$ cat src/rtl/fmul_result_stage.sv
`default_nettype none
// ============================================================================
// Module   : fmul_result_stage
// Captures fp32 multiplier products, classifies them and buffers them in a
// show-ahead FIFO with credit-based issue flow control.
// Option   : define FMUL_STICKY_FLAGS_EN to add sticky exception flags.
// Revision : 1.0
// ============================================================================
module fmul_result_stage #(
    parameter int LATENCY = 4,
    parameter int DEPTH   = 8
) (
    input  logic                   clk,
    input  logic                   rst_n,
    input  logic                   in_valid,
    output logic                   in_ready,
    input  logic [31:0]            c_in,
    output logic                   out_valid,
    input  logic                   out_ready,
    output logic [31:0]            out_data,
    output logic [4:0]             out_flags,
`ifdef FMUL_STICKY_FLAGS_EN
    output logic [3:0]             sticky_flags,
    input  logic                   clr_flags,
`endif
    output logic [$clog2(DEPTH):0] count
);

    localparam int AW = $clog2(DEPTH);
    localparam int CW = AW + 1;
    localparam int SW = $clog2(DEPTH + LATENCY + 1) + 1;

    logic [LATENCY-1:0] vpipe;
    logic [AW-1:0]      wr_ptr;
    logic [AW-1:0]      rd_ptr;
    logic [31:0]        mem_data  [DEPTH];
    logic [4:0]         mem_flags [DEPTH];
    logic [SW-1:0]      inflight;
    logic               acc;
    logic               push;
    logic               pop;
    logic [7:0]         c_exp;
    logic [22:0]        c_frac;
    logic [4:0]         c_flags;

    always_comb begin
        inflight = '0;
        for (int i = 0; i < LATENCY; i++)
            inflight = inflight + SW'(vpipe[i]);
    end

    // Credits cover both buffered and in-flight results, so a push never meets a full FIFO.
    assign in_ready  = (SW'(count) + inflight) < SW'(DEPTH);
    assign acc       = in_valid & in_ready;
    assign push      = vpipe[LATENCY-1];
    assign out_valid = (count != '0);
    assign pop       = out_valid & out_ready;
    assign out_data  = mem_data[rd_ptr];
    assign out_flags = mem_flags[rd_ptr];

    assign c_exp   = c_in[30:23];
    assign c_frac  = c_in[22:0];
    assign c_flags = {(c_exp == 8'hFF) && (c_frac != '0),
                      (c_exp == 8'hFF) && (c_frac == '0),
                      (c_exp == 8'h00) && (c_frac == '0),
                      (c_exp == 8'h00) && (c_frac != '0),
                      c_in[31]};

    always_ff @(posedge clk or negedge rst_n) begin
        if (!rst_n) begin
            vpipe  <= '0;
            wr_ptr <= '0;
            rd_ptr <= '0;
            count  <= '0;
            for (int i = 0; i < DEPTH; i++) begin
                mem_data[i]  <= '0;
                mem_flags[i] <= '0;
            end
        end else begin
            vpipe <= (vpipe << 1) | LATENCY'(acc);
            if (push) begin
                mem_data[wr_ptr]  <= c_in;
                mem_flags[wr_ptr] <= c_flags;
                wr_ptr            <= wr_ptr + AW'(1);
            end
            if (pop)
                rd_ptr <= rd_ptr + AW'(1);
            case ({push, pop})
                2'b10:   count <= count + CW'(1);
                2'b01:   count <= count - CW'(1);
                default: count <= count;
            endcase
        end
    end

`ifdef FMUL_STICKY_FLAGS_EN
    // A clear in the same cycle as a push drops that push's flags.
    always_ff @(posedge clk or negedge rst_n) begin
        if (!rst_n)
            sticky_flags <= '0;
        else if (clr_flags)
            sticky_flags <= '0;
        else if (push)
            sticky_flags <= sticky_flags | c_flags[4:1];
    end
`endif

endmodule
`default_nettype wire

$ cat config.mk
export PLATFORM = sky130hd
export DESIGN_NAME = fmul_result_stage
export DESIGN_NICKNAME = d
export VERILOG_FILES = /design/src/rtl/fmul_result_stage.sv
export SDC_FILE = /design/constraint.sdc
export NUM_CORES = 1
export LEC_CHECK = 0
export ABC_AREA = 0
export BUFFER_PORTS_ARGS = -buffer_cell sky130_fd_sc_hd__buf_2
export CELL_PAD_IN_SITES_DETAIL_PLACEMENT = 1
export CELL_PAD_IN_SITES_GLOBAL_PLACEMENT = 1
export CORE_UTILIZATION = 54
export CTS_CLUSTER_DIAMETER = 50
export DETAILED_ROUTE_END_ITERATION = 10
export PLACE_DENSITY_LB_ADDON = 0.1
export SYNTH_ARGS = -nofsm -noshare
export SYNTH_HDL_FRONTEND = slang
export SYNTH_SLANG_ARGS = --single-unit
$ cat constraint.sdc
create_clock -name clk -period 3.6 [get_ports clk]
set_input_delay 0.54 -clock clk [delete_from_list [all_inputs] [get_ports clk]]
set_output_delay 0.54 -clock clk [all_outputs]
set_load 0.01 [all_outputs]
Yosys cells after proc, flatten, opt, wreduce, memory -nomap -nowiden
Index checks and enable logic that the tools add are counted.
{ "classes": {"addsub": 8, "magnitude_cmp": 4, "n_eq_ne": 3, "mux": 13, "bitwise_logic": 5, "reduce_logical": 10} }
{ "op_table": {"columns": ["operator", "count"], "rows": [
  ["$bwmux 256", 1],
  ["$bmux 32 s3", 1],
  ["$demux 32 s3", 1],
  ["$mux 32", 3],
  ["$bwmux 40", 1],
  ["$logic_not 23->1", 1],
  ["$reduce_bool 23->1", 1],
  ["$bmux 5 s3", 1],
  ["$demux 5 s3", 1],
  ["$mux 5", 3],
  ["$eq 8x8->1 const B", 1],
  ["$ge 4x4->1 const B", 2],
  ["$logic_not 8->1", 1],
  ["$not 3->4", 2],
  ["$pmux 4 s2", 1],
  ["$add 3x1->3 const B", 2],
  ["$add 4x4->5", 1],
  ["$logic_and 1x1->1", 5],
  ["$lt 5x4->1 const B", 1],
  ["$add 3x1->4", 1],
  ["$add 4x1->4 const B", 1],
  ["$lt 4x1->1 const B", 1],
  ["$or 4x1->4", 1],
  ["$reduce_bool 4->1", 1],
  ["7 further kinds", 8]
]} }
{ "totals": {"reg_bits": 310, "inputBits": 36, "word_cells": 63} }

Logic depth before layout (Yosys ltp)
Gate-level depths: netlist of the first run.
{ "depth": {"word_depth": 7, "ltp_mapped": 11, "depth_no_buf": 10} }

Least setup slack after synthesis of the first run
Ideal clock, no wire load.
{ "synth_path": {"path_type": "register to register", "startpoint": "register count[1]", "endpoint": "register count[2]", "setup_time_ps": 131, "arrival_time_ps": 2445, "required_time_ps": 3469, "path_slack_ps": 1024, "stages_incl_launch_ff": 12, "synth_period_minus_slack_ps": 2576, "path_cell_list": "dfrtp_1 > or4_1 > nand2_1 > inv_1 > ha_1 > clkbuf_1 > xor2_1 > ha_1 > a21oi_1 > xor2_1 > nor2_1 > xor2_1"} }
{ "synth_between": {"elab_chain_len": 4, "elab_cells_between_ends": 8, "classes_between": "add/sub (2); eq/ne (2); mux (1); bitwise (1); reduce/logical (2)"} }
{ "synth_rtl": {"columns": ["item", "line_no", "rtl"], "rows": [
  ["start, declared", "26", "output logic [$clog2(DEPTH):0] count"],
  ["start signal, assigned", "89", "2'b10: count <= count + CW'(1);"],
  ["start signal, assigned", "90", "2'b01: count <= count - CW'(1);"],
  ["start signal, assigned", "91", "default: count <= count;"],
  ["$reduce_bool 4->1 (*)", "56", "assign out_valid = (count != '0);"],
  ["named net out_valid", "18", "output logic out_valid,"],
  ["$and 1x1->1 (*)", "57", "assign pop = out_valid & out_ready;"],
  ["$eq 2x1->1 or $eq 2x2->1 (tied branches)", "88", "case ({push, pop})"],
  ["$pmux 4 s2 or $reduce_bool 2->1 (tied branches)", null, null]
]} }
Mark *: on every way through the listed nets, which the timed path passes. The rest lies on a longest branch.
A chain may end at the register's enable or synchronous reset.

Final worst setup path of the first run
{ "layout_path": {"startpoint": "register rd_ptr[0]", "endpoint": "output port out_data[10]"} }
{ "layout_between": {"elab_chain_len": 4} }
{ "layout_rtl": {"columns": ["item", "line_no", "rtl"], "rows": [
  ["start, declared", "35", "logic [AW-1:0] rd_ptr;"],
  ["start signal, assigned", "87", "rd_ptr <= rd_ptr + AW'(1);"],
  ["$not 3->4 (not written as such)", "58", "assign out_data = mem_data[rd_ptr];"],
  ["$bmux 32 s3", "58", null],
  ["$mux 32 (not written as such) (2 in series)", "58", null],
  ["end, declared", "20", "output logic [31:0] out_data,"]
]} }
Every way passes these cells. The select of a mux whose other input is x is not followed.

==> results of run 1 <==
[Yosys cell counts (5+ instances only)]
library cell,count,area share
nand2_1,426,0.12
dfrtp_1,302,0.55
mux2_2,166,0.14
mux4_2,72,0.12
clkbuf_1,51,0.014
buf_2,44,0.016
o21ai_0,24,0.0087
o31ai_1,8,0.0044
ha_1,7,0.0064
xor2_1,6,0.0038
nor4_1,5,0.0023
[cells by family after synthesis]
group / after synthesis
compound gates: 40
xor+xnor: 10
fa+ha+maj: 8
buf+inv: 104
flops: 302
mux: 238
simple gates: 460
[per-layer routing]
metal  vias up  routed length (µm)
li1       4024                   -
met5         -                   0
met1      4923               16000
met3        50                1420
met2       184               18100
met4         0                 689
[per-stage QoR]
stage / setup WS, ps / hold slack [ps] / utilization
3_5_place_dp: 1010 / 377 / 0.575
6_report: 520 / 16.7 / 0.628
3_3_place_gp: 1040 / 368 / 0.575
4_1_cts: 446 / 41.0 / 0.628
5_1_grt: 397 / 61.9 / 0.628
2_1_floorplan: 1020 / 244 / -
[power breakdown]
group	internal [µW]	total, µW	switching, µW
clock	2530	4010	1480
combinational	3330	6050	2720
sequential	5150	6380	1230
total	11000	16400	5430
[area by class of cell]
| cell class | count | area, µm² |
|---|---|---|
| Clock inverter | 13 | 205 |
| Multi-Input combinational cell | 756 | 5780 |
| Clock buffer | 55 | 1130 |
| Fill cell | 2540 | 9330 |
| Inverter | 2 | 7.51 |
| Antenna cell | 1 | 2.50 |
| Sequential cell | 302 | 7570 |
| Timing Repair Buffer | 107 | 681 |
| Tap cell | 330 | 413 |
[how the worst max path moves through the flow]
stage / from / endpoint / cells past startpoint
4_1_cts: rd_ptr[0] / out_data[10] / 4
6_report: rd_ptr[0] / out_data[10] / 4
3_3_place_gp: rd_ptr[0] / out_data[0] / 4
5_1_grt: rd_ptr[0] / out_data[10] / 4
3_5_place_dp: rd_ptr[0] / out_data[10] / 4
2_1_floorplan: count[1] / count[2] / 11
[flip-flops by register name, indices dropped and copies added (netlist names)]
signal,flops
mem_data,248
mem_flags,40
count,4
vpipe,4
rd_ptr,3
wr_ptr,3
==> results by group, run 1 <==
Synth
  – Parity-gate share of the synthesized area counting xor and xnor cells: 0.00636
  – Multiplexer area fraction after synthesis: 0.254
  – Proportion of synthesized flip-flops having asynchronous set or reset: 1.00
  – #FFs+latches synth: about 300
  – Synthesized area per cell: 11.8 µm²
  – Sequential element share of the synthesized area: 0.549
  – Synthesized instance count: about 1200
  – Total nets after synthesis: around 1200
  – Main combinational cell family by area after synthesis: multiplexers
  – Count of flip-flops with a built-in enable after synthesis: 0
  – Syn Std Cell Area: 0.0138 mm²
  – Unique masters post-synth: 38
  – Area fraction in compound gates after synthesis: 0.0171
  – Number of synthesis warnings: 0
  – Most used flip-flop cell after synthesis: dfrtp_1
  – Synthesized-area fraction occupied by adder cells: 0.00782
  – Synth Area in Simple Gates: 0.133

Routing
  – Post-detailed-route DRC marker count: 0
  – Via total after detailed routing: between 9000 and 10000
  – Per-cell via count in the routed design: approximately 6
  – Number of antenna-violating nets in the routed design: 0
  – Wirelength per Cell: 23.1 µm
  – 1st-pass router iterations: 4
  – Final WL: about 36000 µm
  – Number of DRC violations after detailed-routing iteration 0: 608

Critical path
  – Worst Setup Path Type: flip-flop to output port
  – Sort of element at the end of the critical path: output port
  – Buf/Inv on CP: 2
  – Critical register-to-register path endpoint: count[2]
  – Worst Path Max Fanout: 40
  – Top Family by Delay on Critical Path: multiplexers
  – Data arrival, critical path: ~2500 ps
  – Worst setup SP type: flip-flop
  – Cell-by-cell trace of the critical path: buf_12 > mux4_2 > mux2_2 > buf_2
  – Slowest cell delay on critical path: between 600 and 700 ps
  – Worst endpoint required time: roughly 3100 ps
  – Slowest-stage cell, CP: dfrtp_4
  – Worst reg2reg path depth: 10
  – R2r setup slk: 1010 ps
  – Source of the worst register-to-register timing path: count[1]

Global route
  – Final global-route overflow total: 0
  – Antenna violations before repair: 1
  – Global Route met1 Usage: 0.411
  – Largest net degree at the start of global routing: between 80 and 90
  – Vias in the first global route: 10300
  – Met2 track demand over resource: 0.494
  – Global-route layer with the greatest usage: met2
  – M3 GR Usage: 0.0383
  – Wire length of the first global-routing pass: roughly 59000 µm
  – Overall global routing resource usage: 0.295

STA
  – Setup TNS: 0 ps
  – Final worst path period share: 0.856
  – Final critical path time including I/O delays and setup: 3080 ps
  – Setup-violating endpoint count in the final report: 0
  – Worst-case clock skew: 18.2 ps
  – Peak Freq: 325 MHz
  – Fin. max-slew vios: 0
  – Final hold violations: 0
  – Worst slew margin: 0.407
  – Transition time of the tightest slew-check pin: about 890 ps
  – RSZ-0062 raised after global routing: no

Pwr
  – Largest vdd supply drop: between 0.0005 and 0.0006 V
  – Power per standard cell area: 1040 mW/mm²
  – Design Power: approximately 16000 µW
  – Reported leakage power: around 0.0073 µW

CTS
  – Clock H-tree levels: 2
  – Buffers inserted during post-CTS setup optimization: 0
  – Num CTS Buffers: 38
  – Clk Latency, worst-skew pair: between 500 and 600 ps
  – CTS max path bufs: 3
  – CTS Root Buffer Type: clkbuf_16
  – CTS Hold Bufs: 0
  – Post_cts resized: 0
  – Clock sink total: ~300
  – Clock tree from TritonCTS: built
  – Clk pin slew, worst setup/hold paths: roughly 50 ps

Place
  – Half-perimeter wire length of the detailed placement result: approximately 21000 µm
  – Final estimated routing congestion in global placement: ~0.73
  – Cell area after placement: ~0.014 mm²
  – Number of placed cells counting well taps: between 1000 and 1500
  – IO Port Bufs: 78

Run status
  – Run status: completed

Cells and area
  – P&R area growth vs syn: 14.6%
  – NumNets Final: ~1300
  – Share of final-layout standard cells stronger than drive strength 1: 0.341
  – Leading cell types in the layout, fill and taps excluded: nand2_1 (423), dfrtp_1 (299), mux2_2 (166)
  – Final Instance Count excl. Fillers: 1566
  – Fin area: ~0.016 mm²
  – Most frequent standard cell in the layout excluding fill and tap cells: nand2_1

Floorplanning
  – IO Pins: about 80
  – Effective utilization at floorplan: 0.548
  – Vert. Die Dim: around 160 µm
  – Number of rows in the core area: 58
  – Core Area: about 0.025 mm²
  – Die outline width: around 160 µm
  – Die area: approximately 0.026 mm²

Hold path
  – Kind of path behind the tightest hold check: input pin to async pin

Run
  – Max-cap violation count: 0
(Power assumes the default switching activity.)
==> inputs of run 2 (changes only) <==
--- a/config.mk
+++ b/config.mk
@@ -10,6 +10,7 @@
 export CELL_PAD_IN_SITES_DETAIL_PLACEMENT = 1
 export CELL_PAD_IN_SITES_GLOBAL_PLACEMENT = 1
 export CORE_UTILIZATION = 54
+export CTS_BUF_LIST = sky130_fd_sc_hd__clkbuf_16
 export CTS_CLUSTER_DIAMETER = 50
 export DETAILED_ROUTE_END_ITERATION = 10
 export PLACE_DENSITY_LB_ADDON = 0.1
==> run 2 against run 1 <==
Against the previous run:
- cell count barely moved
- die area is the same
- clock power fell by 5%
- hold slack got worse by 8.8 ps
==> results by group, run 2 (synthesized netlist as in run 1, its figures left out) <==
Run status
  – Run status: completed

Critical path
  – Worst Path Max Fanout: 40
  – Data arrival, critical path: approximately 2600 ps
  – Worst endpoint required time: 3060 ps
  – Sort of element at the end of the critical path: output port
  – Worst Setup Path Type: flip-flop to output port
  – Worst setup SP type: flip-flop

Floorplanning
  – Effective utilization at floorplan: 0.548
  – Die area: between 0.02 and 0.03 mm²
  – Core Area: roughly 0.025 mm²
  – IO Pins: 79
  – Die outline width: 162 µm
  – Vert. Die Dim: 162 µm
  – Number of rows in the core area: slightly below 60

CTS
  – CTS max path bufs: 3
  – Post_cts resized: 0
  – Buffers inserted during post-CTS setup optimization: 0
  – CTS Root Buffer Type: clkbuf_16
  – Clk pin slew, worst setup/hold paths: roughly 50 ps
  – Clock H-tree levels: 2
  – Clock sink total: approximately 300
  – Clk Latency, worst-skew pair: about 520 ps
  – Clock tree from TritonCTS: built
  – Num CTS Buffers: 38
  – CTS Hold Bufs: 0

Cells and area
  – Largest register by flop count: mem_data
  – Fill cell count: approximately 2500
  – P&R area growth vs syn: 13.9%
  – Most frequent standard cell in the layout excluding fill and tap cells: nand2_1
  – Multi-input gate area: a little under 0.006 mm²
  – Share of final-layout standard cells stronger than drive strength 1: 0.334
  – Final Instance Count excl. Fillers: 1565
  – Area taken by flip-flops and latches: approximately 0.0076 mm²
  – Antenna fix cells: 0
  – Largest registers ranked by flip-flop count: mem_data: 248 flops, mem_flags: 40 flops
  – NumNets Final: roughly 1300
  – Max reg flops: 248
  – Fin area: 0.0157 mm²
  – Leading cell types in the layout, fill and taps excluded: nand2_1 (423), dfrtp_1 (299), mux2_2 (166)

STA
  – RSZ-0062 raised after global routing: no
  – Final critical path time including I/O delays and setup: a little over 3000 ps
  – Setup-violating endpoint count in the final report: 0
  – Fin. max-slew vios: 0
  – Worst slew margin: 0.408
  – Transition time of the tightest slew-check pin: ~900 ps
  – Final worst path period share: 0.861
  – Peak Freq: ~320 MHz
  – Setup TNS: 0 ps
  – Final hold violations: 0
  – Minimum hold slack: 7.92 ps
  – Worst-case clock skew: roughly 15 ps

Pwr
  – Power per standard cell area: between 1000 and 1500 mW/mm²
  – Largest vdd supply drop: approximately 0.00050 V
  – Design Power: between 15000 and 20000 µW
  – Reported leakage power: approximately 0.0073 µW

Place
  – Final estimated routing congestion in global placement: around 0.73
  – IO Port Bufs: between 70 and 80
  – Half-perimeter wire length of the detailed placement result: approximately 21000 µm
  – Number of placed cells counting well taps: around 1500
  – Cell area after placement: roughly 0.014 mm²

Hold path
  – Kind of path behind the tightest hold check: input pin to async pin

Global route
  – Antenna violations before repair: 0
  – Overall global routing resource usage: 0.298
  – Vias in the first global route: 10400
  – Largest net degree at the start of global routing: 83
  – Wire length of the first global-routing pass: about 59000 µm
  – Final global-route overflow total: 0

Routing
  – 1st-pass router iterations: 4
  – Number of DRC violations after detailed-routing iteration 0: between 500 and 600
  – Number of antenna-violating nets in the routed design: 0
  – Per-cell via count in the routed design: 5.89
  – Final WL: 36700 µm
  – Post-detailed-route DRC marker count: 0
  – Via total after detailed routing: a little over 9000
  – Wirelength per Cell: roughly 23 µm

Run
  – Max-cap violation count: 0
run 2: power breakdown:
group | switching (µW) | leakage (µW) | internal (µW)
sequential | 1240 | 0.00359 | 5150
clock | 1490 | 0.000636 | 2320
combinational | 2750 | 0.00303 | 3330
run 2: final timing paths:
path / slack [ps] / cells past startpoint / startpoint / to
min in group clk: 240 / 2 / in_valid / vpipe[0]
min reg2reg: 400 / 0 / vpipe[1] / vpipe[2]
max reg2reg: 1010 / 10 / count[1] / count[2]
max: 500 / 4 / rd_ptr[0] / out_data[10]
min: 8 / 1 / rst_n / mem_flags[18]
max in group asynchronous: 2730 / 2 / rst_n / mem_data[192]
run 2: per-stage QoR:
stage / worst slack [ps] / utilization
4_1_cts: 448 / 0.625
3_3_place_gp: 1040 / 0.575
6_report: 502 / 0.625
5_1_grt: 399 / 0.625
3_5_place_dp: 1010 / 0.575
2_1_floorplan: 1020 / -
run 2: area by class of cell:
class,instances,share of cell area
clock inverter,29,0.0169
tap,330,0.0263
timing repair buffer,107,0.0434
sequential,302,0.482
inverter,2,0.000479
clock buffer,39,0.0622
multi-input combinational,756,0.368
run 2: per-layer routing:
metal  GRT usage  up-vias  part of all wire  wire (µm)
li1            -     4023                 -          -
met3      0.0416       64             0.041       1520
met4      0.0823        0             0.021        767
met5           0        -                 0          0
met1       0.407     4944              0.44      16000
met2       0.505      188              0.50      18400
run 2: critical path, stage by stage, from the launching register on:
cell and delay, ps:
dfrtp_4 630, buf_12 370, mux4_2 560, mux2_2 300
buf_2 150
